$ cat config.mk
export PLATFORM = sky130hd
export DESIGN_NAME = range_stats
export DESIGN_NICKNAME = d
export VERILOG_FILES = /design/src/rtl/range_stats.sv
export SDC_FILE = /design/constraint.sdc
export NUM_CORES = 1
export LEC_CHECK = 0
export ABC_AREA = 1
export ABC_CLOCK_PERIOD_IN_PS = 4000
export BUFFER_PORTS_ARGS = -buffer_cell sky130_fd_sc_hd__buf_2
export CAP_MARGIN = 30
export CORE_MARGIN = 4
export CORE_UTILIZATION = 55
export DETAILED_ROUTE_END_ITERATION = 10
export PLACE_DENSITY_LB_ADDON = 0.25
export SYNTH_ARGS = -nofsm -noshare
export SYNTH_HDL_FRONTEND = slang
export SYNTH_SLANG_ARGS = --single-unit
$ cat constraint.sdc
create_clock -name clk -period 4 [get_ports clk]
set_clock_uncertainty 0.05 [all_clocks]
set_input_delay 0.2 -clock clk [delete_from_list [all_inputs] [get_ports clk]]
set_output_delay 0.2 -clock clk [all_outputs]
set_load 0.01 [all_outputs]
$ cat src/rtl/range_stats.sv
// Frame statistics engine: tracks min, max and sample count over a go..finish
// frame and reports range, min, max or midpoint once the frame is closed.
module range_stats #(
  parameter int WIDTH  = 8,
  parameter int CNT_W  = 8,
  parameter int SIGNED = 0
) (
  input  logic             clk,
  input  logic             rst_n,
  input  logic [WIDTH-1:0] data_in,
  input  logic             go,
  input  logic             finish,
  input  logic [1:0]       sel,
  output logic [WIDTH-1:0] result,
  output logic [CNT_W-1:0] count,
  output logic             valid,
  output logic             busy,
  output logic             sat,
  output logic             error
);

  typedef enum logic [1:0] {
    IDLE = 2'd0,
    RUN  = 2'd1,
    DONE = 2'd2,
    ERR  = 2'd3
  } state_t;

  localparam logic [CNT_W-1:0] CNT_ONE  = {{(CNT_W-1){1'b0}}, 1'b1};
  localparam logic [CNT_W-1:0] CNT_MAX  = {CNT_W{1'b1}};
  localparam logic [CNT_W-1:0] CNT_ZERO = {CNT_W{1'b0}};
  localparam logic [WIDTH-1:0] W_ZERO   = {WIDTH{1'b0}};

  state_t           state_r, state_s;
  logic [WIDTH-1:0] min_r, max_r, min_s, max_s;
  logic [CNT_W-1:0] count_r, count_s;
  logic             sat_r, sat_s;
  logic [WIDTH:0]   sum_s;
  logic [WIDTH-1:0] mid_s, range_s;

  // Flipping the sign bit maps two's complement order onto unsigned order.
  function automatic logic less_than(input logic [WIDTH-1:0] a, input logic [WIDTH-1:0] b);
    logic [WIDTH-1:0] ka;
    logic [WIDTH-1:0] kb;
    ka = a;
    kb = b;
    if (SIGNED != 0) begin
      ka[WIDTH-1] = ~a[WIDTH-1];
      kb[WIDTH-1] = ~b[WIDTH-1];
    end else begin
      ka = a;
      kb = b;
    end
    return (ka < kb);
  endfunction

  function automatic logic [WIDTH:0] extend(input logic [WIDTH-1:0] a);
    return (SIGNED != 0) ? {a[WIDTH-1], a} : {1'b0, a};
  endfunction

  // State and statistics registers.
  always_ff @(posedge clk or negedge rst_n) begin
    if (!rst_n) begin
      state_r <= IDLE;
      min_r   <= W_ZERO;
      max_r   <= W_ZERO;
      count_r <= CNT_ZERO;
      sat_r   <= 1'b0;
    end else begin
      state_r <= state_s;
      min_r   <= min_s;
      max_r   <= max_s;
      count_r <= count_s;
      sat_r   <= sat_s;
    end
  end

  // Next-state and statistics update.
  always_comb begin
    state_s = state_r;
    min_s   = min_r;
    max_s   = max_r;
    count_s = count_r;
    sat_s   = sat_r;
    case (state_r)
      IDLE, DONE, ERR: begin
        if (go && !finish) begin
          state_s = RUN;
          min_s   = data_in;
          max_s   = data_in;
          count_s = CNT_ONE;
          sat_s   = 1'b0;
        end else if (go && finish && (state_r != ERR)) begin
          state_s = ERR;
          min_s   = W_ZERO;
          max_s   = W_ZERO;
          count_s = CNT_ZERO;
        end else begin
          state_s = state_r;
        end
      end
      RUN: begin
        if (go) begin
          state_s = ERR;
          min_s   = W_ZERO;
          max_s   = W_ZERO;
          count_s = CNT_ZERO;
        end else begin
          if (less_than(data_in, min_r)) begin
            min_s = data_in;
          end else begin
            min_s = min_r;
          end
          if (less_than(max_r, data_in)) begin
            max_s = data_in;
          end else begin
            max_s = max_r;
          end
          if (count_r == CNT_MAX) begin
            sat_s = 1'b1;
          end else begin
            count_s = count_r + CNT_ONE;
          end
          if (finish) begin
            state_s = DONE;
          end else begin
            state_s = RUN;
          end
        end
      end
      default: begin
        state_s = IDLE;
      end
    endcase
  end

  // max >= min always holds, so the plain difference cannot wrap.
  assign range_s = max_r - min_r;
  assign sum_s   = extend(min_r) + extend(max_r);
  assign mid_s   = WIDTH'(sum_s >> 1);

  // Result mux, forced to zero whenever no finished frame is held.
  always_comb begin
    result = W_ZERO;
    if (state_r == DONE) begin
      case (sel)
        2'b00:   result = range_s;
        2'b01:   result = min_r;
        2'b10:   result = max_r;
        2'b11:   result = mid_s;
        default: result = W_ZERO;
      endcase
    end else begin
      result = W_ZERO;
    end
  end

  assign count = ((state_r == RUN) || (state_r == DONE)) ? count_r : CNT_ZERO;
  assign valid = (state_r == DONE);
  assign busy  = (state_r == RUN);
  assign error = (state_r == ERR);
  assign sat   = sat_r;

endmodule
# --- Word-level counts from Yosys, hierarchy flattened ---
# Index checks and enable logic that the tools add are counted.
word_totals:
  wordCells: 67
  inputBits: 14
  output_inout_bits: 20
  regBits: 27
op_classes:
  magnitude_cmp: 2
  reduce_logical: 12
  eq_ne: 15
  addsub: 3
  muxes: 30
op_table:
  columns: ["operator", "count"]
  rows:
  - ["$mux 8", 17]
  - ["$pmux 8 s2", 3]
  - ["$pmux 8 s4", 1]
  - ["$lt 8x8->1", 2]
  - ["$add 8x8->9", 1]
  - ["$add 8x1->8 const B", 1]
  - ["$eq 2x2->1 const B", 4]
  - ["$eq 8x8->1 const B", 1]
  - ["$mux 2", 4]
  - ["$sub 8x8->8", 1]
  - ["$ne 2x2->1 const B", 3]
  - ["$ne 3x2->1 const B", 2]
  - ["$ne 3x3->1 const B", 2]
  - ["$reduce_and 2->1", 3]
  - ["$eq 2x1->1 const B", 2]
  - ["$logic_not 2->1", 2]
  - ["$pmux 2 s2", 1]
  - ["$logic_and 1x1->1", 3]
  - ["$mux 1", 3]
  - ["$reduce_and 3->1", 1]
  - ["$reduce_or 3->1", 1]
  - ["$ne 2x1->1 const B", 1]
  - ["$pmux 1 s2", 1]
  - ["$logic_not 1->1", 1]
  - ["$logic_or 1x1->1", 1]

# --- Depth between registers and ports, before layout ---
depth:
  ltp_word: 6
  mapped_depth: 13
  ltp_nobuf: 13

# --- Least setup slack after synthesis ---
# Ideal clock, no wire load.
synth_timing:
  path_kind: "register to output"
  startpoint: "reg max_r[0]"
  endpoint: "out result[4]"
  path_stages_with_launch: 11
  t_arrival_ns: 1.633
  setup_slack_ns: 2.117
  n_path_buf: 0
  required_ns: 3.750
  cell_sequence: "dfrtp_1 inv_1 ha_1 inv_1 fa_1 nand3_1 nand3_1 xor2_1 nand2_1 nand2_1 a21oi_1"
synth_between:
  elab_chain_cells: 3
  elab_cells_between_ends: 4
  classes_between: "add/sub (2); mux (2)"
synth_rtl:
  columns: ["item", "line_no", "rtl"]
  rows:
  - ["start, declared", "35", "logic [WIDTH-1:0] min_r, max_r, min_s, max_s;"]
  - ["start signal, assigned", "72", "max_r <= max_s;"]
  - ["$add 8x8->9 / $sub 8x8->8 (equally long branches)", "139, 138", null]
  - ["$pmux 8 s4 (*)", "146", "case (sel)"]
  - ["$mux 8 (*)", "145", "if (state_r == DONE) begin"]
  - ["end, declared", "14", "output logic [WIDTH-1:0] result,"]
# Mark *: on every way between the ends. The rest lies on a longest branch, timed or not.

# --- Worst setup path in the final report ---
layout_timing:
  startpoint: "reg min_r[5]"
  endpoint: "out result[5]"
layout_between:
  elab_chain_cells: 3
  elab_cells_between_ends: 4
  classes_between: "add/sub (2); mux (2)"
layout_rtl:
  columns: ["item", "line_no", "rtl"]
  rows:
  - ["start, declared", "35", null]
  - ["start signal, assigned", "71", "min_r <= min_s;"]
  - ["$add 8x8->9 / $sub 8x8->8 (equally long branches)", "139, 138", null]
  - ["$pmux 8 s4 (*)", "146", null]
  - ["$mux 8 (*)", "145", null]
# Marked as above.

==> out/metrics.yaml <==
synthesis:
  yosys_warnings: 0
  synthTopCellsByArea: "dfrtp_1, ha_1, nand2_1"
  synth_fp_nets: 444
  synthMuxAreaShare_pct: 0
  syn_area_per_cell_um2: 6.84
  synth_top_area_share_pct: 25.0
  synth_ff_type: "dfrtp_1"
  yosys.area_share.simple_pct: 34.9
  ys_ff_latch: 27
  synth_fa_ha_area_share_pct: 16.8
  synth_common_cells: "nand2_1, inv_1, nand3_1"
  synth_compound_area_share_pct: 12.6
  synthMostInstantiatedCell: "nand2_1"
  yosys.cell_types.count: 36
  yosysTopAreaCell: "dfrtp_1"
  synth_xor_area_share_pct: 0.973
  async_reset_ff_share_pct: 100
  synthCells: 395
  synth_top_family_by_area: "simple AND/OR/NAND/NOR gates"
  ys_seq_area_share_pct: 25.0
  synth_edf_count: 0
  synth_area_um2: 2700
min_path:
  hold_depth: 2
  min-delay-start: "finish"
  hold_path_class: "primary input to register"
  holdPathEnd: "state_r[0]"
global_routing:
  grt_pass1_wl_um: 11900
  grt_pass1_vias: 2595
  grt_use_total_pct: 23.8
  grt_max_degree: 28
  antenna_found_initial: 0
  overflow: 0
routing:
  route.detailed.drc: 0
  via_per_inst: 5.33
  postRouteWirelength_um: 6670
  postRouteAntennaNets: 0
  vias: 2635
  drtPass1Iterations: 4
  routedWlPerCell_um: 13.5
  drt_iter0_drc: 111
floorplanning:
  die_w_um: 78.1
  io_pins: 34
  die_h_um: 78.1
  core_area_um2: 4750
  fp.dieArea_um2: 6100
  rows: 25
  start_util_pct: 56.8
power:
  p_leak_nw: 1.67
  p_sw_w: 0.00114
  seqPwrFrac_pct: 23.8
  ir_drop_uv: 447
  powerDensity_nw_per_um2: 700
  clockPowerShare_pct: 7.7
  power.share.switching_pct: 54.8
  totalPowerFinal_w: 0.00208
  combinationalPowerShare_pct: 68.5
  p_int_w: 0.000942
clock_network:
  cts.reportedPaths.clkPinSlew_ns: 0.10
  cts_tree: "built"
  cts.sinks: 27
  cts_setup_buffers: 0
  cts_resized: 0
  cts_made_buffers: 3
  clk_path_buf_depth: 2
  clock_latency_ns: 0.28
  cts-root-buf: "clkbuf_8"
  h-tree-depth: 1
layout:
  utilization_pct: 62.6
  area_growth_syn_to_layout_pct: 10.1
  final_net_count: 477
  drive_gt1_share_pct: 16.9
  fillers: 478
  instances_no_fill: 494
  antenna_cells: 0
worst_setup_path:
  ff2ff_setup_slack_ns: 2.12
  endpoint_kind: "output port"
  cp.required_ns: 3.75
  worstReg2RegEnd: "min_r[6]"
  worst-r2r-cell-count: 12
  reg2reg_from: "min_r[1]"
  crit_fanout: 9
  crit_path_start_kind: "register"
  worstSetupPathType: "register to output port"
  cp-startpoint: "min_r[5]"
  cp_data_arrival_time_ns: 2.19
sta:
  setup_tns_ns: 0
  setup_viol: 0
  hold_viol_final: 0
  maxSlewHeadroom_pct: 52.7
  rsz0062_at_grt: "false"
  finalCritPeriodShare_pct: 61.1
  post-route-min-period_ns: 2.44
  worst_slew_pin_slew_ns: 0.707
  final_max_slew_viol_count: 0
  fmax_ghz: 0.409
flow_run:
  drv_cap: 0
placed_design:
  io_buffers: 33
  dp_cells: 489
  hpwl_um: 5340
  finalWeightedCongestion: 0.930
status:
  status: "completed"
worst max path at each step:
stage | depth (start not counted) | to
floorplan | 10 | result[4]
global placement | 8 | result[5]
detailed placement | 13 | result[6]
CTS | 12 | result[6]
global route | 10 | result[4]
finish | 9 | result[5]
flip-flops by register name, summed over array words and instances (netlist names):
| register | count |
|---|---|
| min_r | 8 |
| max_r | 8 |
| state_r | 2 |
| count_r | 8 |
| sat | 1 |
per-layer routing:
layer  track usage (%)  routed length (um)  up-vias
li1                  -                   -     1357
met1              29.4                2880     1195
met2              43.4                3410       69
met3              1.49                 233       14
met4              8.92                 143        0
met5                 0                   0        -
cell families after synthesis:
family / Yosys count
AND/OR/NAND/NOR: 206
buffers and inverters: 66
AO/OA/AOI/OAI: 58
adder cells (fa/ha/maj): 35
flip-flops: 27
XOR/XNOR: 3
layout make-up:
| type | count | area, um2 | share of cell area [%] |
|---|---|---|---|
| Timing Repair Buffer | 34 | 175 | 5.89 |
| Multi-Input combinational cell | 302 | 1760 | 59.2 |
| Clock inverter | 1 | 5.00 | 0.168 |
| Sequential cell | 27 | 676 | 22.7 |
| Clock buffer | 3 | 41.3 | 1.39 |
| Inverter | 60 | 233 | 7.82 |
| Tap cell | 67 | 83.8 | 2.82 |
cells in the final DEF, fill, tap and decap left out:
master           n
a21oi_2          1
nand4_2          1
nor2_4           3
a21oi_1         24
nand3_2          1
nor2_2           7
nand3_1         37
inv_4            3
dlygate4sd3_1    1
a211oi_1         1
nor3_1           1
a311oi_1         1
a22oi_1          1
dfrtp_1         27
and2_1           1
nand2_2          5
nor2_1          24
a221oi_1         3
nand4_1         12
or2_2            2
inv_1           51
and3_1           1
clkinv_2         1
o21ai_2          4
o21ai_1          3
clkbuf_8         3
buf_2           33
nor3_2           1
inv_2            6
o21ai_0         16
nand2_4          1
o21a_1           3
fa_1             2
ha_1            33
o221ai_1         1
nand2_1        109
xor2_1           3
power groups by stage:
stage,registers [W],logic [W],clock network (W)
after floorplan,0.000460,0.00113,0
after global placement,0.000488,0.00141,0
after detailed placement,0.000497,0.00142,0
after CTS,0.000493,0.00143,0.000163
after global routing,0.000516,0.00165,0.000171
final,0.000495,0.00143,0.000160
repair_timing:
action | in CTS | in global routing
endpoints found under the setup margin | 0 | 0
endpoints found under the hold margin | 27 | 0
hold buffers | 1 | 0
metrics by stage:
step	hold WS [ns]	area, um2	setup WS, ns
after global routing	0.113	2980	1.36
final	0.0895	2980	1.56
after CTS	0.0854	2980	1.55
after detailed placement	0.196	2920	1.87
after global placement	0.200	2920	1.94
after floorplan	-0.146	2700	2.12
critical path, stage by stage (launching register included):
cell and delay, ns:
dfrtp_1 0.39, inv_1 0.09, ha_1 0.45, inv_1 0.12, a21oi_1 0.21, nand3_2 0.12
a21oi_1 0.14, o21ai_1 0.09, a21oi_1 0.15, buf_2 0.15
Note: power is estimated with default switching activity, not from simulation.
